`config.mk`:
```
export PLATFORM = sky130hd
export DESIGN_NAME = keypad
export DESIGN_NICKNAME = d
export VERILOG_FILES = /design/src/rtl/pm_bus_pkg.sv /design/src/rtl/key_debounce.sv /design/src/rtl/keypad.sv
export SDC_FILE = /design/constraint.sdc
export NUM_CORES = 1
export LEC_CHECK = 0
export ABC_AREA = 1
export CAP_MARGIN = 20
export CORE_MARGIN = 1
export CORE_UTILIZATION = 55
export DETAILED_ROUTE_END_ITERATION = 6
export PLACE_DENSITY = 0.79
export SYNTH_ARGS = -nofsm -noshare
export SYNTH_HDL_FRONTEND = slang
export SYNTH_SLANG_ARGS = --single-unit
```
`constraint.sdc`:
```
create_clock -name clk -period 2.4 [get_ports clk]
set_input_delay 0.36 -clock clk [delete_from_list [all_inputs] [get_ports clk]]
set_output_delay 0.36 -clock clk [all_outputs]
set_load 0.1 [all_outputs]
```
`src/rtl/pm_bus_pkg.sv`:
```
// Shared CPU-bus definitions for the keypad block: register addresses,
// key bit indices and the debounce threshold reset value.
package pm_bus_pkg;

   localparam logic [23:0] KEY_EDGE_ADDR = 24'h002050;
   localparam logic [23:0] KEY_DBNC_ADDR = 24'h002051;
   localparam logic [23:0] KEY_PAD_ADDR  = 24'h002052;

   localparam logic [7:0]  KEY_DBNC_RST  = 8'h04;
   localparam int          NUM_KEYS      = 8;

   typedef enum logic [2:0] {
      KEY_A     = 3'd0,
      KEY_B     = 3'd1,
      KEY_C     = 3'd2,
      KEY_UP    = 3'd3,
      KEY_DOWN  = 3'd4,
      KEY_LEFT  = 3'd5,
      KEY_RIGHT = 3'd6,
      KEY_POWER = 3'd7
   } key_idx_e;

endpackage

```
`src/rtl/key_debounce.sv`:
```
// One key: two-flop synchronizer, tick-driven debounce counter, stable bit
// and press/release edge flags. Optional host override: KEYPAD_OVERRIDE_EN.
module key_debounce #(
   parameter int DBNC_W = 4
) (
   input  logic              clk,
   input  logic              reset,
   input  logic              key_n,
   input  logic              tick,
   input  logic [DBNC_W-1:0] thr,
`ifdef KEYPAD_OVERRIDE_EN
   input  logic              ovr_en,
   input  logic              ovr_n,
`endif
   output logic              stable,
   output logic              rise,
   output logic              fall
);

   logic              sync1_r;
   logic              sync2_r;
   logic              stable_r;
   logic              stable_d_r;
   logic [DBNC_W-1:0] cnt_r;
   logic [DBNC_W-1:0] cnt_nxt_s;
   logic              dbnc_stable_s;
   logic              stable_nxt_s;
   logic [DBNC_W:0]   cnt_inc_s;

   // One extra bit so the compare and saturation see a carry out of all-ones.
   assign cnt_inc_s = {1'b0, cnt_r} + {{DBNC_W{1'b0}}, 1'b1};

   // Debounce decision: clear on agreement, bypass on thr==0, count on ticks.
   always_comb begin
      dbnc_stable_s = stable_r;
      cnt_nxt_s     = cnt_r;
      if (sync2_r == stable_r) begin
         cnt_nxt_s = {DBNC_W{1'b0}};
      end else if (thr == {DBNC_W{1'b0}}) begin
         dbnc_stable_s = sync2_r;
         cnt_nxt_s     = {DBNC_W{1'b0}};
      end else if (tick) begin
         if (cnt_inc_s >= {1'b0, thr}) begin
            dbnc_stable_s = sync2_r;
            cnt_nxt_s     = {DBNC_W{1'b0}};
         end else if (cnt_inc_s[DBNC_W]) begin
            cnt_nxt_s = cnt_r;
         end else begin
            cnt_nxt_s = cnt_inc_s[DBNC_W-1:0];
         end
      end else begin
         cnt_nxt_s = cnt_r;
      end
   end

`ifdef KEYPAD_OVERRIDE_EN
   assign stable_nxt_s = ovr_en ? ovr_n : dbnc_stable_s;
`else
   assign stable_nxt_s = dbnc_stable_s;
`endif

   // Synchronizer, counter and stable/previous-stable state.
   always_ff @(posedge clk) begin
      if (reset) begin
         sync1_r    <= 1'b1;
         sync2_r    <= 1'b1;
         stable_r   <= 1'b1;
         stable_d_r <= 1'b1;
         cnt_r      <= {DBNC_W{1'b0}};
      end else begin
         sync1_r    <= key_n;
         sync2_r    <= sync1_r;
         stable_r   <= stable_nxt_s;
         stable_d_r <= stable_r;
         cnt_r      <= cnt_nxt_s;
      end
   end

   assign stable = stable_r;
   assign fall   = stable_d_r & ~stable_r;
   assign rise   = ~stable_d_r & stable_r;

endmodule

```
`src/rtl/keypad.sv`:
```
// Keypad block: eight debounced buttons, KEY_EDGE/KEY_DBNC/KEY_PAD registers
// at $2050-$2052, per-key irq pulses. Optional host override: KEYPAD_OVERRIDE_EN.
module keypad
   import pm_bus_pkg::*;
#(
   parameter int CLK_DIV = 4,
   parameter int DBNC_W  = 4
) (
   input  logic        clk,
   input  logic        reset,
   input  logic        bus_write,
   input  logic        bus_read,
   input  logic [23:0] bus_address_in,
   input  logic [7:0]  bus_data_in,
   output logic [7:0]  bus_data_out,
   input  logic [7:0]  keys_n,
`ifdef KEYPAD_OVERRIDE_EN
   input  logic        key_override_en,
   input  logic [7:0]  key_override_n,
`endif
   output logic [7:0]  irq_keys
);

   localparam int PRE_W = (CLK_DIV > 1) ? $clog2(CLK_DIV) : 1;

   logic [PRE_W-1:0]  pre_cnt_r;
   logic              tick_s;
   logic [7:0]        key_edge_r;
   logic [DBNC_W-1:0] thr_r;
   logic [7:0]        irq_keys_r;
   logic [7:0]        stable_s;
   logic [7:0]        rise_s;
   logic [7:0]        fall_s;
   logic [7:0]        dbnc_rd_s;
   logic              wr_edge_s;
   logic              wr_dbnc_s;
   logic              unused_bus_read_s;

   // Reads have no side effects, so the read strobe is deliberately ignored.
   assign unused_bus_read_s = bus_read;

   assign tick_s    = (pre_cnt_r == PRE_W'(CLK_DIV - 1));
   assign wr_edge_s = bus_write && (bus_address_in == KEY_EDGE_ADDR);
   assign wr_dbnc_s = bus_write && (bus_address_in == KEY_DBNC_ADDR);

   // Debounce tick prescaler.
   always_ff @(posedge clk) begin
      if (reset) begin
         pre_cnt_r <= {PRE_W{1'b0}};
      end else if (tick_s) begin
         pre_cnt_r <= {PRE_W{1'b0}};
      end else begin
         pre_cnt_r <= pre_cnt_r + PRE_W'(1);
      end
   end

   // Software-visible configuration registers.
   always_ff @(posedge clk) begin
      if (reset) begin
         key_edge_r <= 8'h00;
         thr_r      <= KEY_DBNC_RST[DBNC_W-1:0];
      end else begin
         if (wr_edge_s) begin
            key_edge_r <= bus_data_in;
         end
         if (wr_dbnc_s) begin
            thr_r <= bus_data_in[DBNC_W-1:0];
         end
      end
   end

   for (genvar i = 0; i < NUM_KEYS; i++) begin : g_key
      key_debounce #(
         .DBNC_W (DBNC_W)
      ) u_dbnc (
         .clk    (clk),
         .reset  (reset),
         .key_n  (keys_n[i]),
         .tick   (tick_s),
         .thr    (thr_r),
`ifdef KEYPAD_OVERRIDE_EN
         .ovr_en (key_override_en),
         .ovr_n  (key_override_n[i]),
`endif
         .stable (stable_s[i]),
         .rise   (rise_s[i]),
         .fall   (fall_s[i])
      );
   end

   // Edge select uses the KEY_EDGE value held before this edge.
   always_ff @(posedge clk) begin
      if (reset) begin
         irq_keys_r <= 8'h00;
      end else begin
         irq_keys_r <= (key_edge_r & rise_s) | (~key_edge_r & fall_s);
      end
   end

   assign irq_keys = irq_keys_r;

   // Combinational read mux; threshold is zero-extended to the bus width.
   always_comb begin
      dbnc_rd_s               = 8'h00;
      dbnc_rd_s[DBNC_W-1:0]   = thr_r;
      case (bus_address_in)
         KEY_EDGE_ADDR: bus_data_out = key_edge_r;
         KEY_DBNC_ADDR: bus_data_out = dbnc_rd_s;
         KEY_PAD_ADDR:  bus_data_out = stable_s;
         default:       bus_data_out = 8'h00;
      endcase
   end

endmodule

```
==> metrics.md, run 1 <==
| Metric | Value |
|---|---|
| Status | `finished clean` |
| Setup crit start | `bus_address_in[8]` |
| Clock Path Buffers | `2` |
| Core Rows | `33` |
| Setup_tns | `0 ps` |
| EDFF count, synth | `0` |
| Initial antenna violation count | `0` |
| R2r worst-path depth | `9` |
| CP Launch Type | `input pin` |
| Mapped Nets | `735` |
| Worst setup path class | `in2out` |
| Post-route DRC | `0` |
| Final setup violating endpoints | `0` |
| Wire per inst | `13.4 µm` |
| Port bufs | `58` |
| Initial core utilization | `57.3%` |
| Skew final | `11.2 ps` |
| Syn_area_per_cell | `7.27 µm²` |
| Remaining global-route overflow | `0` |
| Worst Path Required | `2040 ps` |
| Die height | `94.7 µm` |
| Most frequent cells in the layout | `nand2_1 (136), dfxtp_1 (86), inv_1 (82)` |
| Min cycle time layout | `2320 ps` |
| Adder-cell share of the synthesized area | `10.8%` |
| Internal power component | `2.16 mW` |
| Cell Area, Synth | `0.00473 mm²` |
| Share of layout cells above drive strength 1 | `13.5%` |
| XOR/XNOR Fraction of Synth Area | `4.08%` |
| NetSw | `0.678 mW` |
| Arr. time, crit path | `1960 ps` |
| Slew Viols, Final | `0` |
| Least-Margin Pin Slew | `468 ps` |
| Compound-Gate Fraction of Synth Area | `6.62%` |
| Sw frac | `23.9%` |
| Post-Route WL | `11100 µm` |
| Crit-path max FO | `8` |
| Drt pass-1 iters | `5` |
| Tot GR Track Use | `25.9%` |
| Detail Route Antenna Nets | `0` |
| Clock group share of total power | `40.9%` |
| Most common cell after layout, fill and taps aside | `nand2_1` |
| Main synth FF type | `dfxtp_1` |
| Power share of the sequential group | `51.3%` |
| Root buf cell | `clkbuf_8` |
| Mapped Cells | `650` |
| Vias per cell | `5.31` |
| Final Cycle Share | `96.8%` |
| Fin cells | `831` |
| Final Wtd Congestion | `0.901` |
| Area grow syn2layout | `24.4%` |
| Hold Slack | `409 ps` |
| Post-synth top area share | `36.4%` |
| Cell taking the most area after synthesis | `dfxtp_1` |
| Vias in the first global route | `4178` |
| Simple-gate portion of the synthesized area | `33.7%` |
| P_leak | `2.95 nW` |
| Cells after DPL | `812` |
| Synth area leaders | `dfxtp_1 (36%), nand2_1 (11%), ha_1 (11%)` |
| PD cells | `482 mW/mm²` |
| R2R setup slack | `250 ps` |
| Clock transition at path regs | `90 ps` |
| Post-synthesis mux area share | `0.423%` |
| Crit path capture | `bus_data_out[6]` |
| Clock sink total | `86` |
| Global-route wire length before repair | `18200 µm` |
| Post-CTS Hold Fix Bufs | `0` |
| Drt first-iter violations | `165` |
| TritonCTS clock tree | `yes` |
| Max-cap violations | `0` |
| Core ar. | `0.00826 mm²` |
| Synth cell types | `33` |
| Maximum vdd drop | `340 µV` |
| Hpwl dp | `8340 µm` |
| Register bit total from synthesis | `86` |
| Nets | `806` |
| # IOs | `60` |
| HP Class | `reg2reg` |
| FMAX | `430 MHz` |
| Comb pwr share | `7.8%` |
| Die area | `0.00897 mm²` |
| Fin. Hold Viols | `0` |
| Slew margin rel. | `68.8%` |
| Skew-Pair Late Insertion Delay | `360 ps` |
| FF-to-FF Start | `g_key[1].u_dbnc.cnt_r[0]` |
| Largest family of logic cells by synthesized area | `simple AND/OR/NAND/NOR gates` |
| CTS buffer count | `9` |
| Asr flop ratio synth | `0%` |
| CP endpoint kind | `output pin` |
| CTS H-tree depth | `3` |
| Ant diodes | `0` |
| Routed via count | `4414` |
| Yosys warnings | `0` |
| R2r endpoint | `g_key[1].u_dbnc.cnt_r[2]` |
| Die width | `94.7 µm` |
| Largest net degree at the start of global routing | `30` |
| Sequential area share after synthesis | `36.4%` |
-- power by group through the flow --
stage	registers, mW	logic (mW)	clock network (mW)
final	1.45	0.220	1.16
after global routing	1.46	0.242	1.24
after CTS	1.45	0.217	1.17
after detailed placement	1.49	0.217	0
after global placement	1.49	0.210	0
after floorplan	1.49	0.111	0
-- area by class of cell --
class	count	area (µm²)
Sequential cell	86	1720
Multi-Input combinational cell	467	2690
Timing Repair Buffer	73	796
Tap cell	105	131
Clock inverter	7	106
Clock buffer	9	124
Inverter	84	315
Fill cell	640	2380
-- repair_timing --
item,4_1_cts,5_1_grt
endpoints found under the setup margin,0,7
resized for setup,0,24
setup buffers,0,3
-- Yosys cell counts, types with 3 or more instances --
cell / count
o21ai_0: 8
a21oi_1: 32
clkbuf_1: 3
or2_2: 21
xnor2_1: 8
o21a_1: 3
nor2_2: 6
xor2_1: 14
a21o_1: 4
nand2_2: 3
nor2_1: 70
nand2_1: 143
o211ai_1: 4
o22ai_1: 4
nor3_1: 12
nand3_1: 70
buf_2: 8
nand4_1: 9
dfxtp_1: 86
ha_1: 41
inv_1: 82
-- registers in the layout, summed over array words and instances (netlist names) --
register,count
thr_r,4
key_edge_r,8
g_key.u_dbnc.stable,8
g_key.u_dbnc.sync1_r,8
pre_cnt_r,2
irq_keys,8
g_key.u_dbnc.cnt_r,32
g_key.u_dbnc.sync2_r,8
g_key.u_dbnc.stable_d_r,8
-- metal layers --
metal  GRT usage (%)  vias up  routed length (µm)
li1                -     2230                   -
met1            29.6     2064                4780
met2            47.5      104                5780
met3            5.07       16                 438
met4            8.71        0                 111
met5               0        -                   0
-- metrics by stage --
step / setup slack [ps] / utilization, % / total power, mW / area (µm²)
after floorplan: -431 / - / 1.60 / 4760
after global placement: 50.3 / 67.3 / 1.70 / 5560
after detailed placement: 16.7 / 67.3 / 1.70 / 5560
after CTS: 3.97 / 70.1 / 2.85 / 5790
after global routing: -25.8 / 71.2 / 2.94 / 5880
final: 75.6 / 71.2 / 2.83 / 5880
-- how the worst min path moves through the flow --
stage,startpoint,to,slack [ps],cells after the start
5_1_grt,g_key[2].u_dbnc.sync1_r,g_key[2].u_dbnc.sync2_r,410,1
3_5_place_dp,g_key[2].u_dbnc.sync1_r,g_key[2].u_dbnc.sync2_r,400,1
4_1_cts,g_key[0].u_dbnc.sync1_r,g_key[0].u_dbnc.sync2_r,410,1
2_1_floorplan,g_key[0].u_dbnc.sync1_r,g_key[0].u_dbnc.sync2_r,390,1
6_report,g_key[0].u_dbnc.sync1_r,g_key[0].u_dbnc.sync2_r,410,1
3_3_place_gp,g_key[0].u_dbnc.sync1_r,g_key[0].u_dbnc.sync2_r,390,1
-- kinds of logic after synthesis --
logic type                 count (synthesis)
adders and majority gates                 41
and+or+nand+nor                          346
DFF                                       86
muxes                                      2
AOI/OAI and AO/OA                         56
xor gates and xnor gates                  22
buffers and inverters                     97
-- worst max-delay path, cell delays in order --
cell,delay [ps]
clkdlybuf4s50_1,400
inv_1,60
nand2_2,60
nor2_4,120
nand3_4,130
nor2_8,210
nand2_4,100
o22ai_1,300
buf_12,220
Power figures use the tool's default switching activity.
==> run 2: changes to the inputs <==
--- a/config.mk
+++ b/config.mk
@@ -9,6 +9,7 @@
 export CAP_MARGIN = 20
 export CORE_MARGIN = 1
 export CORE_UTILIZATION = 55
+export CTS_BUF_LIST = sky130_fd_sc_hd__clkbuf_8
 export DETAILED_ROUTE_END_ITERATION = 6
 export PLACE_DENSITY = 0.79
 export SYNTH_ARGS = -nofsm -noshare
==> results of run 2 <==
Final layout, timing and power as in run 1 (identical DEF).
